### src/rtl/alu_arbiter.sv
// Two-requester round-robin front end for one shared combinational ALU.
// Optional completed-operation counter is enabled by defining ALU_ARB_OPCOUNT_EN.
module alu_arbiter (
    input  logic       clk,
    input  logic       rst_n,
    input  logic       req0,
    input  logic       req1,
    input  logic [3:0] a0,
    input  logic [3:0] b0,
    input  logic [3:0] a1,
    input  logic [3:0] b1,
    input  logic [3:0] sel0,
    input  logic [3:0] sel1,
    output logic       gnt0,
    output logic       gnt1,
    output logic       done0,
    output logic       done1,
    output logic [3:0] result,
    output logic [3:0] alu_a,
    output logic [3:0] alu_b,
    output logic [3:0] alu_sel,
    input  logic [3:0] alu_out,
    output logic [7:0] op_count
);

    localparam logic [1:0] ST_IDLE  = 2'd0;
    localparam logic [1:0] ST_ISSUE = 2'd1;
    localparam logic [1:0] ST_DONE  = 2'd2;

    logic [1:0] state_q, state_d;
    logic       winner_q, winner_d;   // requester of the operation in flight
    logic       last_q, last_d;       // requester granted most recently
    logic [3:0] alu_a_q, alu_a_d;
    logic [3:0] alu_b_q, alu_b_d;
    logic [3:0] alu_sel_q, alu_sel_d;
    logic [3:0] result_q, result_d;
    logic       pick1;

    // Requester 1 wins when alone, or on a tie when requester 0 was granted last.
    assign pick1 = req1 && (!req0 || !last_q);

    always_comb begin
        state_d   = state_q;
        winner_d  = winner_q;
        last_d    = last_q;
        alu_a_d   = alu_a_q;
        alu_b_d   = alu_b_q;
        alu_sel_d = alu_sel_q;
        result_d  = result_q;
        case (state_q)
            ST_IDLE: begin
                if (req0 || req1) begin
                    state_d   = ST_ISSUE;
                    winner_d  = pick1;
                    last_d    = pick1;
                    alu_a_d   = pick1 ? a1   : a0;
                    alu_b_d   = pick1 ? b1   : b0;
                    alu_sel_d = pick1 ? sel1 : sel0;
                end
            end
            ST_ISSUE: begin
                result_d = alu_out;
                state_d  = ST_DONE;
            end
            ST_DONE: begin
                state_d = ST_IDLE;
            end
            default: begin
                state_d = ST_IDLE;
            end
        endcase
    end

    always_ff @(posedge clk or negedge rst_n) begin
        if (!rst_n) begin
            state_q   <= ST_IDLE;
            winner_q  <= 1'b0;
            last_q    <= 1'b1;
            alu_a_q   <= 4'd0;
            alu_b_q   <= 4'd0;
            alu_sel_q <= 4'd0;
            result_q  <= 4'd0;
        end else begin
            state_q   <= state_d;
            winner_q  <= winner_d;
            last_q    <= last_d;
            alu_a_q   <= alu_a_d;
            alu_b_q   <= alu_b_d;
            alu_sel_q <= alu_sel_d;
            result_q  <= result_d;
        end
    end

    // Pulses are pure state decodes, so reset clears them immediately.
    assign gnt0    = (state_q == ST_ISSUE) && !winner_q;
    assign gnt1    = (state_q == ST_ISSUE) &&  winner_q;
    assign done0   = (state_q == ST_DONE)  && !winner_q;
    assign done1   = (state_q == ST_DONE)  &&  winner_q;
    assign result  = result_q;
    assign alu_a   = alu_a_q;
    assign alu_b   = alu_b_q;
    assign alu_sel = alu_sel_q;

`ifdef ALU_ARB_OPCOUNT_EN
    logic [7:0] op_count_q, op_count_d;

    always_comb begin
        op_count_d = op_count_q;
        if ((state_q == ST_DONE) && (op_count_q != 8'hFF)) begin
            op_count_d = op_count_q + 8'd1;
        end
    end

    always_ff @(posedge clk or negedge rst_n) begin
        if (!rst_n) begin
            op_count_q <= 8'd0;
        end else begin
            op_count_q <= op_count_d;
        end
    end

    assign op_count = op_count_q;
`else
    assign op_count = 8'd0;
`endif

endmodule

### config.mk
export PLATFORM = sky130hd
export DESIGN_NAME = alu_arbiter
export DESIGN_NICKNAME = d
export VERILOG_FILES = /design/src/rtl/alu_arbiter.sv
export SDC_FILE = /design/constraint.sdc
export NUM_CORES = 1
export LEC_CHECK = 0
export ABC_AREA = 0
export CAP_MARGIN = 40
export CORE_MARGIN = 4
export CORE_UTILIZATION = 41
export DETAILED_ROUTE_END_ITERATION = 10
export PLACE_DENSITY = 0.94
export SLEW_MARGIN = 20
export SYNTH_ARGS = -nofsm -noshare
export SYNTH_HDL_FRONTEND = slang
export SYNTH_SLANG_ARGS = --single-unit
### constraint.sdc
create_clock -name clk -period 2.73 [get_ports clk]
set_input_delay 0.4095 -clock clk [delete_from_list [all_inputs] [get_ports clk]]
set_output_delay 0.4095 -clock clk [all_outputs]
set_load 0.01 [all_outputs]
Word-level counts from Yosys, hierarchy flattened
Cells that the tools add are included.
{"block": "op_classes", "muxes": 5, "n_eq_ne": 3, "reduce_logical": 12}
{"operator": "2-to-1 mux 4 bit", "count": 3}
{"operator": "logical AND 1 bit", "count": 5}
{"operator": "one-hot mux 2 bit (2 select lines)", "count": 1}
{"operator": "zero test 1 bit", "count": 3}
{"operator": "equality test 2 x 1 -> 1 bit, second input constant", "count": 1}
{"operator": "equality test 2 bit, second input constant", "count": 1}
{"operator": "zero test 2 bit", "count": 1}
{"operator": "logical OR 1 bit", "count": 2}
{"operator": "2-to-1 mux 2 bit", "count": 1}
{"operator": "!= test 2 bit, second input constant", "count": 1}
{"operator": "AND reduction 2 bit", "count": 1}
{"block": "totals", "out_inout_bits": 28, "ff_bits": 20, "wordCells": 27, "input_bits": 32}

Depth between registers and ports, before layout
Gate-level depths: netlist (run 1).
{"block": "logic_depth", "word_depth": 4, "mapped_depth": 4, "mapped_depth_nobuf": 3}

Worst setup path after synthesis (run 1)
Ideal clock, no wire load.
{"block": "synth_path", "path_type": "reg2reg", "start": "reg last_q", "end": "reg alu_a_q[3], in the netlist alu_a[3]", "period_less_slack_ns": 1.466, "arrival_time_ns": 1.341, "required_ns": 2.605, "setup_ns": 0.125, "stages_incl_launch_ff": 5, "setup_slack_ns": 1.264, "n_path_buf": 1, "path_cell_list": "dfstp_2 > a21bo_4 > buf_12 > mux2_4 > mux2_4"}
{"block": "synth_between", "elab_chain_cells": 4}
{"element": "start: declaration", "line_no": "32", "text": "logic last_q, last_d;"}
{"element": "start signal: assignment", "line_no": "86", "text": "last_q <= last_d;"}
{"element": "zero test 1 bit", "line_no": "40", "text": "assign pick1 = req1 && (!req0 || !last_q);"}
{"element": "logical OR 1 bit", "line_no": "40"}
{"element": "logical AND 1 bit", "line_no": "40"}
{"element": "2-to-1 mux 4 bit", "line_no": "56", "text": "alu_a_d = pick1 ? a1 : a0;"}
{"element": "end signal: assignment", "line_no": "87", "text": "alu_a_q <= alu_a_d;"}
{"element": "end: declaration", "line_no": "33", "text": "logic [3:0] alu_a_q, alu_a_d;"}
Every way passes these cells.
A chain may end at the register's enable or synchronous reset.

Final worst setup path (run 1)
{"block": "layout_path", "start": "reg state_q[1]", "end": "out gnt0"}
{"block": "layout_between", "elab_chain_cells": 2}
{"element": "start: declaration", "line_no": "30", "text": "logic [1:0] state_q, state_d;"}
{"element": "start signal: assignment", "line_no": "84", "text": "state_q <= state_d;"}
{"element": "equality test 2 x 1 -> 1 bit", "line_no": "95", "text": "assign gnt0 = (state_q == ST_ISSUE) && !winner_q;"}
{"element": "logical AND 1 bit", "line_no": "95"}
{"element": "end: declaration", "line_no": "14", "text": "output logic gnt0,"}
Every way passes these cells.

==> impl_results.md, run 1 <==
- DR vias: 730
- Synth area leaders: dfrtp_1, mux2_4, mux2_2
- Commonest non-fill, non-tap cell in the layout: clkdlybuf4s50_1
- R2r endpoint: alu_a[0]$_DFFE_PN0P_
- Hold_buf cts: 0
- Maxcap violations: 0
- Fin crit share: approximately three quarters
- DRT iter0 DRCs: 5
- Clock transition at the registers of the reported paths: between 100 and 150 ps
- Minimum clock period: 2090 ps
- H-tree levels: 1
- Area Overhead vs Synth: 51.2%
- DR vias/cell: 4.65
- Post-synth top area share: 44.6%
- CP Capture Type: primary output
- Static leakage: about 0.7 nW
- F_max: 478 MHz
- Resized Gates After CTS: 0
- CTS Buf Count: 3
- Final clock skew: 2.75 ps
- Final core utilization: between 60 and 70%
- Sequential cell area fraction in the yosys report: 47.1%
- Antenna violations before repair: 0
- DR DRC count: 0
- Vias in the first global route: 849
- Rows: 18
- Die H: 59.0 um
- Reg2reg path depth: 3
- Hold Crit Class: input pin to asynchronous set/reset pin
- Clk_lat worst skew: 290 ps
- P per Cell Area: 956 nW/um2
- IO Port Bufs: 51
- CP max FO: 7
- Maximum vdd drop: 0.000620 V
- Slowest-stage cell, CP: clkdlybuf4s50_1
- FF+latch count, synth: 20
- Total design power: between 1.5 and 2 mW
- Total grt overflow: 0
- R2R setup slack: 1160 ps
- CP Launch Type: flip-flop
- IO Count: 60
- Synthesized area per cell: between 10 and 15 um2
- TritonCTS clock tree: built
- TritonCTS Sinks: 20
- Worst EP required: 2320 ps
- Crit path buf inv count: 1
- Final ANT Viol Nets: 0
- Max-slew violation count: 0
- Fillers: 204
- Gate Count Post-Synth: 73
- TritonRoute pass-1 iters: 2
- Layout cells sized above 1: 29.9%
- Placed Instances: roughly 150
- Drt wl/cell: around 14 um
- Final Setup Violations: 0
- Crit-path max cell delay: 550 ps
- Finished Layout Cells: 157
- Status: finished clean
- RSZ-0062 raised after global routing: false
- Reg2reg start: last_q$_DFFE_PN1P_
- CP cell instances: nand2b_1, nor2_1, clkdlybuf4s50_1
- Root buffer cell: clkbuf_4
- Clock Path Buffers: 2
- Ant diodes: 0
- Mapped cell area: 1070 um2
- Post-DP HPWL: 1910 um
- Worst EP arrival: 1680 ps
- Ys Warns: 0
- Family with the most delay on the worst path: buffers and inverters
- Cell taking the most area after synthesis: dfrtp_1
- Setup tns final: 0 ps
- First-pass GRT wire length: between 3000 and 4000 um
- WL final: 2250 um
- Final Net Count: 160
- Distinct cell type count of the synthesized netlist: 16
- WS Path Type: flip-flop to primary output
- Design area: 1610 um2
- GP Congestion: 0.639
- Core Box Area: around 2500 um2
- Largest net degree at the start of global routing: 15
- Final hold violations: 0
- Post-CTS Repair Setup Buffers: 0
- Most frequent cells in the layout: clkdlybuf4s50_1, dfrtp_1, mux2_4
- Tot GR Track Use: between 10% and 20%
- Die area: 3480 um2
- Placed Instance Area: 1580 um2
- Die X: ~60 um
- Initial Utilization: approximately 43%
-- stage by stage --
stage	worst slack, ps	hold slack (ps)
after floorplan	1260	114
after global placement	808	463
after detailed placement	764	477
after CTS	616	419
after global routing	497	424
final	638	412
-- report_power, final --
part	switching, mW	internal (mW)
clock	0.0847	0.0811
combinational	0.289	0.542
sequential	0.0914	0.453
-- Yosys cell counts (all sizes together) --
master,number
dfrtp,19
clkbuf,1
nor3b,2
nor3,1
conb,1
nand2b,1
nor2,3
inv,3
buf,10
mux2,28
dfstp,1
mux2i,2
a21bo,1
-- routing by layer --
layer  routed length [um]  track usage (%)  vias up
met3                  147             4.36        0
met4                    0             1.94        0
met5                    0                0        -
li1                     -                -      341
met1                  845             16.0      360
met2                 1260             25.7       29
-- kinds of logic after synthesis --
| logic type | after synthesis | share of synthesized area [%] |
|---|---|---|
| compound gates | 1 | 1.53 |
| buf+inv | 14 | 9.98 |
| flops | 20 | 47.1 |
| mux | 30 | 37.1 |
| simple gates | 7 | 3.99 |
| other cells | 1 | 0.352 |
-- worst max-delay path by stage --
stage                           start                   end  slack [ps]  depth (start not counted)
2_1_floorplan      last_q$_DFFE_PN1P_  alu_a[3]$_DFFE_PN0P_        1260                          4
3_3_place_gp                     req0  alu_b[1]$_DFFE_PN0P_         810                          4
3_5_place_dp                     req0  alu_a[0]$_DFFE_PN0P_         760                          4
4_1_cts        state_q[1]$_DFFE_PN0P_                  gnt0         620                          3
5_1_grt        state_q[1]$_DFFE_PN0P_                  gnt1         500                          3
6_report       state_q[1]$_DFFE_PN0P_                  gnt0         640                          3
-- layout make-up --
class	instances	area [um2]	share of cell area (%)
timing repair buffer	54	541	33.5
multi-input combinational	46	484	30.0
inverter	3	11.3	0.699
tap	30	37.5	2.33
clock buffer	4	36.3	2.25
sequential	20	502	31.1
-- registers in the layout (all words and copies together) (netlist names) --
name / count
alu_b: 4
alu_a: 4
last_q: 1
alu_sel: 4
result: 4
state_q: 2
winner_q: 1
Power figures use the tool's default switching activity.
==> run 2, diff against run 1 <==
CORE_UTILIZATION = 34   (was 41)
PLACE_DENSITY = 0.84   (was 0.94)
clock period = 1.8 ns   (was 2.73 ns; I/O delays follow)
==> impl_results.md, run 2 (same netlist as run 1, synthesis figures left out) <==
- Most frequent cells in the layout: clkdlybuf4s50_1, dfrtp_1, mux2_4
- CP max FO: 14
- Comb pwr share: 51.7%
- Tot GR Track Use: 12.7%
- DR vias/cell: a little over 4
- GP Congestion: 0.677
- Clk_lat worst skew: 300 ps
- Sw Ratio: 29.5%
- R2r endpoint: alu_a[1]$_DFFE_PN0P_
- Post-DP HPWL: 1960 um
- TritonCTS clock tree: built
- WS Path Type: flip-flop to flip-flop
- Clock Path Buffers: 2
- Max-slew violation count: 0
- H-tree levels: 1
- Total design power: 2.46 mW
- Final ANT Viol Nets: 0
- Worst EP required: roughly 2000 ps
- Rows: 20
- Maximum vdd drop: 0.000729 V
- Drt wl/cell: 13.8 um
- CP Capture Type: flip-flop
- Fin crit share: 87.5%
- TritonRoute pass-1 iters: 4
- Final core utilization: 54.4%
- Minimum clock period: 1570 ps
- Layout cells sized above 1: between 30% and 40%
- Placed Instance Area: 1600 um2
- Reg2reg start: last_q$_DFFE_PN1P_
- CP Launch Type: flip-flop
- Switching Power: 0.726 mW
- Die H: between 60 and 70 um
- Initial Utilization: between 30% and 40%
- Die X: 64.0 um
- Clock share of power: 14.7%
- Final hold violations: 0
- R2R setup slack: ~230 ps
- Largest net degree at the start of global routing: 15
- Hold Crit Class: input pin to asynchronous set/reset pin
- Dpl ws: -26.5 ps
- P per Cell Area: 1500 nW/um2
- Core Box Area: a little over 3000 um2
- Design area: 1650 um2
- CTS Buf Count: 3
- Root buffer cell: clkbuf_4
- Reg2reg path depth: 3
- F_max: 635 MHz
- Total grt overflow: 0
- WL final: approximately 2400 um
- Die area: about 4100 um2
- Clock transition at the registers of the reported paths: ~110 ps
- DR DRC count: 0
- Status: finished clean
- First-pass GRT wire length: 4040 um
- Final Setup Violations: 0
- Antenna violations before repair: 0
- Final Net Count: 162
- IO Count: 60
- Ant diodes: 0
- Part of the power in registers: between 30% and 40%
- Final clock skew: 2.83 ps
- TritonCTS Sinks: 20
- Commonest non-fill, non-tap cell in the layout: clkdlybuf4s50_1
- Pint: 1.74 mW
- Maxcap violations: 0
- RSZ-0062 raised after global routing: false
- DR vias: between 700 and 800
- Area Overhead vs Synth: 54.6%
- Setup tns final: 0 ps
- DRT iter0 DRCs: 7
- Static leakage: between 0.7 and 0.8 nW
- Vias in the first global route: 801
- Final worst slack: ~230 ps
- Worst EP arrival: 1770 ps
- IO Port Bufs: 51
- Fillers: around 270
[run 2: area by class of cell]
type	count	area [um2]	area share, %
timing repair buffer	56	543	33.0
inverter	3	11.3	0.683
sequential	20	502	30.4
tap	44	55.1	3.34
clock inverter	1	30.0	1.82
clock buffer	3	22.5	1.37
multi-input combinational	46	484	29.4
[run 2: through the flow]
| stage | hold WS [ps] | std cells |
|---|---|---|
| floorplan | -25.6 | 80 |
| global placement | 466 | 169 |
| detailed placement | 477 | 169 |
| CTS | 297 | 173 |
| global route | 303 | 173 |
| finish | 278 | 173 |
[run 2: worst max-delay path by stage]
stage,from,cells past startpoint,to,slack [ps]
2_1_floorplan,last_q$_DFFE_PN1P_,4,alu_a[3]$_DFFE_PN0P_,330
3_3_place_gp,req0,4,alu_a[0]$_DFFE_PN0P_,8
3_5_place_dp,req0,4,alu_a[0]$_DFFE_PN0P_,-30
4_1_cts,last_q$_DFFE_PN1P_,3,alu_a[0]$_DFFE_PN0P_,200
5_1_grt,state_q[1]$_DFFE_PN0P_,3,gnt1,110
6_report,last_q$_DFFE_PN1P_,3,alu_a[1]$_DFFE_PN0P_,230
[run 2: worst max-delay path, stage by stage (launching register included)]
cell and delay (ps):
dfstp_2 560, a21bo_4 290, mux2_2 370, mux2_2 260
[run 2: layer usage]
layer | up-vias | routed length, um | global-route usage [%]
met4 | 0 | 39 | 4.85
met5 | - | 0 | 0
met2 | 29 | 1230 | 22.1
met1 | 339 | 965 | 14.3
met3 | 4 | 161 | 4.22
li1 | 344 | - | -
[run 2: what timing repair did]
item                       4_1_cts  5_1_grt
setup buffers                    0        0
hold buffers                     0        0
setup endpoints to repair        4        0
resized for setup                4        0
[run 2: power by group through the flow]
stage	clock network [mW]	registers, mW	logic (mW)
after global routing	0.406	0.865	1.36
final	0.363	0.828	1.27
after CTS	0.381	0.834	1.29
after detailed placement	0	0.843	1.31
after floorplan	0	0.904	0.623
after global placement	0	0.826	1.28
==> run 3, diff against run 2 <==
CTS_CLUSTER_DIAMETER = 100   (was default)
==> results of run 3 <==
Same layout as run 2: the final DEF is identical, and so are final timing and power.
